$ cat config.mk
export PLATFORM = sky130hd
export DESIGN_NAME = multi_stage
export DESIGN_NICKNAME = d
export VERILOG_FILES = /design/src/rtl/multi_stage.sv
export SDC_FILE = /design/constraint.sdc
export NUM_CORES = 1
export LEC_CHECK = 0
export ABC_AREA = 1
export CORE_MARGIN = 2
export CORE_UTILIZATION = 35
export DETAILED_ROUTE_END_ITERATION = 12
export GPL_ROUTABILITY_DRIVEN = 0
export HOLD_SLACK_MARGIN = 0.03
export PLACE_DENSITY = 0.53
export REMOVE_ABC_BUFFERS = 1
export SYNTH_ARGS = -nofsm -noshare
export SYNTH_HDL_FRONTEND = slang
export SYNTH_SLANG_ARGS = --single-unit
$ cat constraint.sdc
create_clock -name clk -period 2.2 [get_ports clk]
set_clock_uncertainty 0.05 [all_clocks]
set_input_delay 0.33 -clock clk [delete_from_list [all_inputs] [get_ports clk]]
set_output_delay 0.33 -clock clk [all_outputs]
set_load 0.03 [all_outputs]
$ cat src/rtl/multi_stage.sv
// Sequential multiply stage: accepts operand pairs, multiplies by shift-add and writes
// the low 32 product bits to a FIFO. Define MULTI_RADIX4_EN for radix-4 (16-step) multiplication.
module multi_stage #(
    parameter int N_PROD = 8
) (
    input  logic        clk,
    input  logic        reset_n,
    input  logic        multi_opstart,
    input  logic        multi_opclear,
    input  logic [31:0] op_a,
    input  logic [31:0] op_b,
    input  logic        op_valid,
    output logic        op_ready,
    input  logic        fifo_full,
    output logic        fifo_we,
    output logic [31:0] fifo_din,
    output logic [3:0]  prod_count,
    output logic        multi_opdone
);

`ifdef MULTI_RADIX4_EN
    localparam int STEPS = 16;
`else
    localparam int STEPS = 32;
`endif
    localparam logic [4:0] STEP_LAST   = 5'(STEPS - 1);
    localparam logic [3:0] N_PROD_LAST = 4'(N_PROD);

    typedef enum logic [2:0] {IDLE, LOAD, CALC, WRITE, DONE} state_t;

    state_t      state_reg, state_next;
    logic [31:0] mcand_reg, mplier_reg, acc_reg;
    logic [4:0]  step_reg;
    logic        op_ready_reg, op_ready_next;
    logic        fifo_we_reg, fifo_we_next;
    logic [31:0] fifo_din_reg, fifo_din_next;
    logic [3:0]  prod_count_reg, prod_count_next;
    logic        done_reg, done_next;

    logic        abort;
    logic        accept;
    logic        write_now;
    logic [3:0]  pc_inc;
    logic [31:0] addend;

    // Abort covers both the explicit clear and dropping the job enable mid-job.
    assign abort     = multi_opclear || (!multi_opstart && state_reg != IDLE);
    assign accept    = (state_reg == LOAD) && op_valid && !abort;
    assign write_now = (state_reg == WRITE) && !fifo_full && !abort;
    assign pc_inc    = (prod_count_reg == N_PROD_LAST) ? prod_count_reg : prod_count_reg + 4'd1;

`ifdef MULTI_RADIX4_EN
    always_comb begin
        addend = '0;
        case (mplier_reg[1:0])
            2'd0: addend = '0;
            2'd1: addend = mcand_reg;
            2'd2: addend = mcand_reg << 1;
            2'd3: addend = mcand_reg + (mcand_reg << 1);
            default: addend = '0;
        endcase
    end
`else
    assign addend = mplier_reg[0] ? mcand_reg : 32'd0;
`endif

    // State register plus registered outputs and multiplier datapath.
    always_ff @(posedge clk) begin
        if (!reset_n) begin
            state_reg      <= IDLE;
            mcand_reg      <= '0;
            mplier_reg     <= '0;
            acc_reg        <= '0;
            step_reg       <= '0;
            op_ready_reg   <= 1'b0;
            fifo_we_reg    <= 1'b0;
            fifo_din_reg   <= '0;
            prod_count_reg <= '0;
            done_reg       <= 1'b0;
        end else begin
            state_reg      <= state_next;
            op_ready_reg   <= op_ready_next;
            fifo_we_reg    <= fifo_we_next;
            fifo_din_reg   <= fifo_din_next;
            prod_count_reg <= prod_count_next;
            done_reg       <= done_next;
            if (accept) begin
                mcand_reg  <= op_a;
                mplier_reg <= op_b;
                acc_reg    <= '0;
                step_reg   <= '0;
            end else if (state_reg == CALC && !abort) begin
                acc_reg  <= acc_reg + addend;
`ifdef MULTI_RADIX4_EN
                mcand_reg  <= mcand_reg << 2;
                mplier_reg <= mplier_reg >> 2;
`else
                mcand_reg  <= mcand_reg << 1;
                mplier_reg <= mplier_reg >> 1;
`endif
                step_reg <= step_reg + 5'd1;
            end
        end
    end

    always_comb begin
        state_next = state_reg;
        if (abort) begin
            state_next = IDLE;
        end else begin
            case (state_reg)
                IDLE:  if (multi_opstart) state_next = LOAD;
                LOAD:  if (op_valid) state_next = CALC;
                CALC:  if (step_reg == STEP_LAST) state_next = WRITE;
                WRITE: if (!fifo_full) state_next = (pc_inc == N_PROD_LAST) ? DONE : LOAD;
                DONE:  state_next = DONE;
                default: state_next = IDLE;
            endcase
        end
    end

    always_comb begin
        op_ready_next   = (state_next == LOAD);
        done_next       = (state_next == DONE);
        fifo_we_next    = write_now;
        fifo_din_next   = write_now ? acc_reg : fifo_din_reg;
        prod_count_next = prod_count_reg;
        if (abort)
            prod_count_next = '0;
        else if (write_now)
            prod_count_next = pc_inc;
    end

    assign op_ready     = op_ready_reg;
    assign fifo_we      = fifo_we_reg;
    assign fifo_din     = fifo_din_reg;
    assign prod_count   = prod_count_reg;
    assign multi_opdone = done_reg;

endmodule

# Word-level counts from Yosys, hierarchy flattened
# Cells that the tools add are included.
classes:
  n_addsub: 3
  multipliers: 0
  div: 0
  order_cmp: 0
  n_eq_ne: 9
  shift: 0
  mux: 13
  n_bitwise: 1
  reduce_logical: 15
op_table:
  columns: ["cell", "count"]
  rows:
  - ["$mux 32", 5]
  - ["$add 32x32->32", 1]
  - ["$mux 3", 6]
  - ["$pmux 3 s5", 1]
  - ["$eq 4x4->1 const B", 2]
  - ["$eq 3x1->1 const B", 2]
  - ["$eq 3x2->1 const B", 2]
  - ["$eq 3x3->1 const B", 2]
  - ["$logic_and 1x1->1", 6]
  - ["$add 5x1->5 const B", 1]
  - ["$eq 5x5->1 const B", 1]
  - ["$add 4x1->4 const B", 1]
  - ["$mux 4", 1]
  - ["$reduce_or 2->1", 2]
  - ["$logic_not 1->1", 3]
  - ["$logic_not 3->1", 1]
  - ["$reduce_bool 3->1", 1]
  - ["$reduce_bool 2->1", 1]
  - ["$logic_or 1x1->1", 1]
  - ["$not 1->1", 1]
word_totals:
  ff_bits: 143
  latch_bits: 0
  ram_bits: 0
  romBits: 0
  in_bits: 70
  out_inout_bits: 39
  mem_count: 0

# Longest topological paths before layout
logic_depth:
  ltp_word: 8
  mapped_depth: 18
  ltp_nobuf: 16

# Least setup slack after synthesis
# OpenSTA, ideal clock, no wires.
synth_timing:
  path_kind: "register to register"
  from: "register mplier_reg[0]"
  to: "register acc_reg[30]"
  setup_time_ns: 0.109
  arrival_time_ns: 2.139
  required_ns: 2.041
  path_slack_ns: -0.098
  path_stages_with_launch: 19
  path_buffers: 2
  period_less_slack_ns: 2.298
  cell_sequence: "dfxtp_1 > clkbuf_1 > clkbuf_1 > nand2_1 > inv_1 > ha_1 > fa_1 > nand3_1 > nand2_1 > nand2_1 > nand2_1 > nand3_1 > nand2_1 > nand2_1 > nand2_1 > nand2_1 > nand3_1 > nand2_1 > inv_1"
synth_via:
  elab_chain_len: 2
synth_rtl:
  columns: ["element", "line", "rtl"]
  rows:
  - ["start: declaration", "32", "logic [31:0] mcand_reg, mplier_reg, acc_reg;"]
  - ["start signal: assignment", "89", "mplier_reg <= op_b;"]
  - ["start signal: assignment", "99", "mplier_reg <= mplier_reg >> 1;"]
  - ["$mux 32", "64", "assign addend = mplier_reg[0] ? mcand_reg : 32'd0;"]
  - ["$add 32x32->32", "93", "acc_reg <= acc_reg + addend;"]
  - ["end signal: assignment", "93", null]
  - ["end: declaration", "32", null]
# No other way between the ends.
# A chain may end at the register's enable or synchronous reset.

# Final worst setup path
layout_timing:
  from: "register mplier_reg[0]"
  to: "register acc_reg[28]"
# Same word-level chain as after synthesis.

==> run_results.csv <==
group,metric,value,unit
yosys,post-synth-top-count-cell,"nand2_1",
die,die_height,160,um
sta,final_setup_margin,56.3,ps
route,ant_nets,0,
yosys,syn_area,8480,sq um
pwr,ir_worst_vdd,488,uV
clocking,clock-sinks,143,
route,drt_iter0_markers,497,
die,fp.dieW,160,um
clocking,cts.path.max_buffers,2,
final_layout,layout.cells.non_filler,1809,
status,outcome,"finished, final reports clean",
sta,worst-slew-pin-transition,698,ps
route,via_per_inst,4.71,
placement,dp_hpwl,18700,um
pwr,cellPowerDensity,520,nW/um^2
final_layout,final_net_count,1583,
pwr,p_clk_frac,0.497,
die,row_count,56,
yosys,synth_flop_cell,"dfxtp_1",
placement,portBuffers,108,
yosys,synth_area_leaders,"dfxtp_1 (34%), nand2_1 (17%), inv_1 (9.6%)",
yosys,seq_area_frac_synth,0.338,
route,via_count,8521,
route,total_iterations_of_the_first_detailed_routing_run,5,
pwr,power,5940,uW
yosys,yosysWarningCount,0,
die,io_pins,109,
sta,slew_viol_final,0,
grt,groute.usage.overall,0.198,
clocking,cts_inserted_buffers,17,
sta,finalSetupViolCount,0,
pwr,share_comb_of_total_power,0.060,
hold_path,min_delay_worst_endpoint,"step_reg[2]",
pwr,swShare,0.256,
yosys,synth_top_cell_by_area,"dfxtp_1",
die,initial_core_utilization,0.359,
yosys,ys_top_cells_by_count,"nand2_1 (383), inv_1 (217), dfxtp_1 (143)",
final_layout,area_of_the_multi_input_gates,4960,sq um
yosys,synth-compound-area-share,0.137,
final_layout,fillerInstances,2468,
critical_path,path_class,"reg2reg",
hold_path,hold_path_class,"in2reg",
final_layout,syn_to_final_growth,34.7,%
critical_path,reg2reg_setup_slack,60,ps
yosys,post-synth-top-area-fraction,0.338,
pwr,power.switching,1520,uW
grt,grt_pass1_wl,41300,um
yosys,synth.ff_latch_count,143,
clocking,clock_latency,430,ps
yosys,synth-edff-count,0,
job,max_cap_viol_count,0,
grt,globalRouteOverflowTotal,0,
grt,number_of_antenna_violations_at_the_first_check_in_global_routing,0,
sta,finalHoldViolCount,0,
critical_path,endpoint_kind,"flip-flop",
yosys,synth.mux.area_fraction,0,
yosys,post_synth_inst_count,1327,
grt,grt_max_degree,53,
grt,first_global_vias,8249,
sta,hold_ws,340,ps
critical_path,worst-r2r-cell-count,16,
yosys,simple_logic_cell_fraction_of_the_synthesized_area,0.319,
die,design.core.area,23600,sq um
hold_path,hold_depth,5,
critical_path,crit_fanout,15,
pwr,power.share.sequential,0.444,
clocking,htreeDepth,4,
critical_path,critPathRequiredTime,2480,ps
hold_path,worstHoldStart,"reset_n",
yosys,synth_top_family_by_area,"simple AND/OR/NAND/NOR gates",
placement,placed_cells_incl_taps,1776,
sta,layout_min_cycle_time,2140,ps
clocking,tritoncts,"done",
pwr,leakage,0.00569,uW
clocking,clockRootBuffer,"clkbuf_16",
route,routed_wire_length,25200,um
yosys,synth.lib_cells_used.distinct,39,
yosys,syn_avg_cell_area,6.39,sq um
yosys,post_synth_xor_area_fraction,0.0155,
route,wire_per_inst,14.0,um
placement,detailedPlace.worstSlack,-86.3,ps
final_layout,layout_cells_sized_above_1,0.156,
pwr,p_int,4410,uW
final_layout,seqCellArea,2860,sq um
clocking,worst_setup_hold_path_clk_slew,70,ps
die,die_area,25500,sq um
critical_path,worstReg2RegStart,"mplier_reg[0]",
yosys,postSynth.asyncResetShare,0,
route,remaining_drc_errors,0,
sta,max_freq,0.466,GHz
final_layout,n_antenna_cell,0,
sta,max_slew_margin,0.534,
sta,rsz0062_at_grt,"yes",
critical_path,worst-endpoint-arrival,2430,ps
critical_path,timing.critical_path.from_type,"flip-flop",
critical_path,r2r_end,"acc_reg[28]",
yosys,synth_fa_ha_area_frac,0.0540,
sta,timing.final.crit_share,0.974,
cell families after synthesis:
| group | after synthesis |
|---|---|
| buffers and inverters | 281 |
| AO/OA/AOI/OAI | 195 |
| flip-flops | 143 |
| adder cells (fa/ha/maj) | 36 |
| AND/OR/NAND/NOR | 657 |
| XOR/XNOR | 15 |
power groups by stage:
stage                     combinational [uW]  clock [uW]  sequential (uW)
after global routing                     388        3130             2640
after floorplan                          116           0             2690
after global placement                   351           0             2690
after CTS                                353        3020             2630
after detailed placement                 352           0             2690
final                                    354        2950             2630
per-layer routing:
layer,vias up,wire length (um),track usage
met1,3840,12200,0.267
met4,0,465,0.0628
li1,4476,-,-
met2,173,11300,0.320
met5,-,0,0
met3,32,1220,0.0395
metrics by stage:
stage	TNS, ps	instance area [sq um]	util
after floorplan	-48200	8170	-
after global placement	-120	10300	0.436
final	0	11400	0.483
after CTS	0	10900	0.463
after global routing	-402	11400	0.483
after detailed placement	-308	10300	0.436
critical path, stage by stage (launching register included):
cell	delay, ps
dfxtp_2	340
buf_12	140
nand2_1	60
inv_1	40
ha_2	180
fa_2	350
nand3_2	90
nand2_4	70
buf_4	150
nand3_1	100
nand3_2	120
nand2_1	90
nand2_1	60
nand2_1	60
nand3_1	60
nand2_1	60
inv_1	30
area by class of cell:
class / instances / area share
multi-input combinational: 903 / 0.435
sequential: 143 / 0.251
timing repair buffer: 187 / 0.153
inverter: 225 / 0.0742
clock buffer: 17 / 0.0373
tap: 319 / 0.0350
clock inverter: 15 / 0.0146
layout by cell type, fill, tap and decap left out, types with 3 or more instances in the layout:
cell type | Yosys | layout
nor2_1 | 140 | 123
nor2_2 | 1 | 18
nand2_4 | 1 | 3
o21a_1 | 20 | 20
nand3_2 | 0 | 5
inv_2 | 7 | 10
ha_1 | 35 | 13
o22ai_1 | 16 | 16
inv_6 | 0 | 6
ha_4 | 0 | 20
o21ai_2 | 0 | 3
o21ai_0 | 56 | 46
o311ai_1 | 16 | 16
inv_8 | 0 | 4
nand2_2 | 1 | 24
xor2_1 | 13 | 12
nand4_1 | 9 | 9
o211ai_1 | 6 | 6
nor3_1 | 6 | 3
dfxtp_1 | 143 | 142
inv_1 | 217 | 214
nand2_1 | 383 | 358
a21oi_1 | 63 | 46
a21oi_2 | 0 | 16
buf_4 | 8 | 72
buf_12 | 0 | 6
o21bai_1 | 9 | 8
nor3_2 | 3 | 6
nor2_4 | 4 | 4
clkdlybuf4s50_1 | 0 | 107
o21ai_1 | 5 | 12
nand3_1 | 104 | 99
clkbuf_16 | 0 | 17
repair_timing:
action | CTS | global route
gates resized for setup | 8 | 108
pin swaps | 1 | 4
setup buffers | 1 | 0
setup endpoints to repair | 8 | 25
hold buffers | 0 | 0
worst max-delay path by stage:
stage / endpoint / start / depth (start not counted)
floorplan: mcand_reg[11] / state_reg[2] / 8
global route: acc_reg[28] / mplier_reg[0] / 15
detailed placement: acc_reg[26] / mplier_reg[0] / 17
finish: acc_reg[28] / mplier_reg[0] / 16
CTS: acc_reg[26] / mplier_reg[0] / 13
global placement: acc_reg[26] / mplier_reg[0] / 13
(Power assumes the default switching activity.)
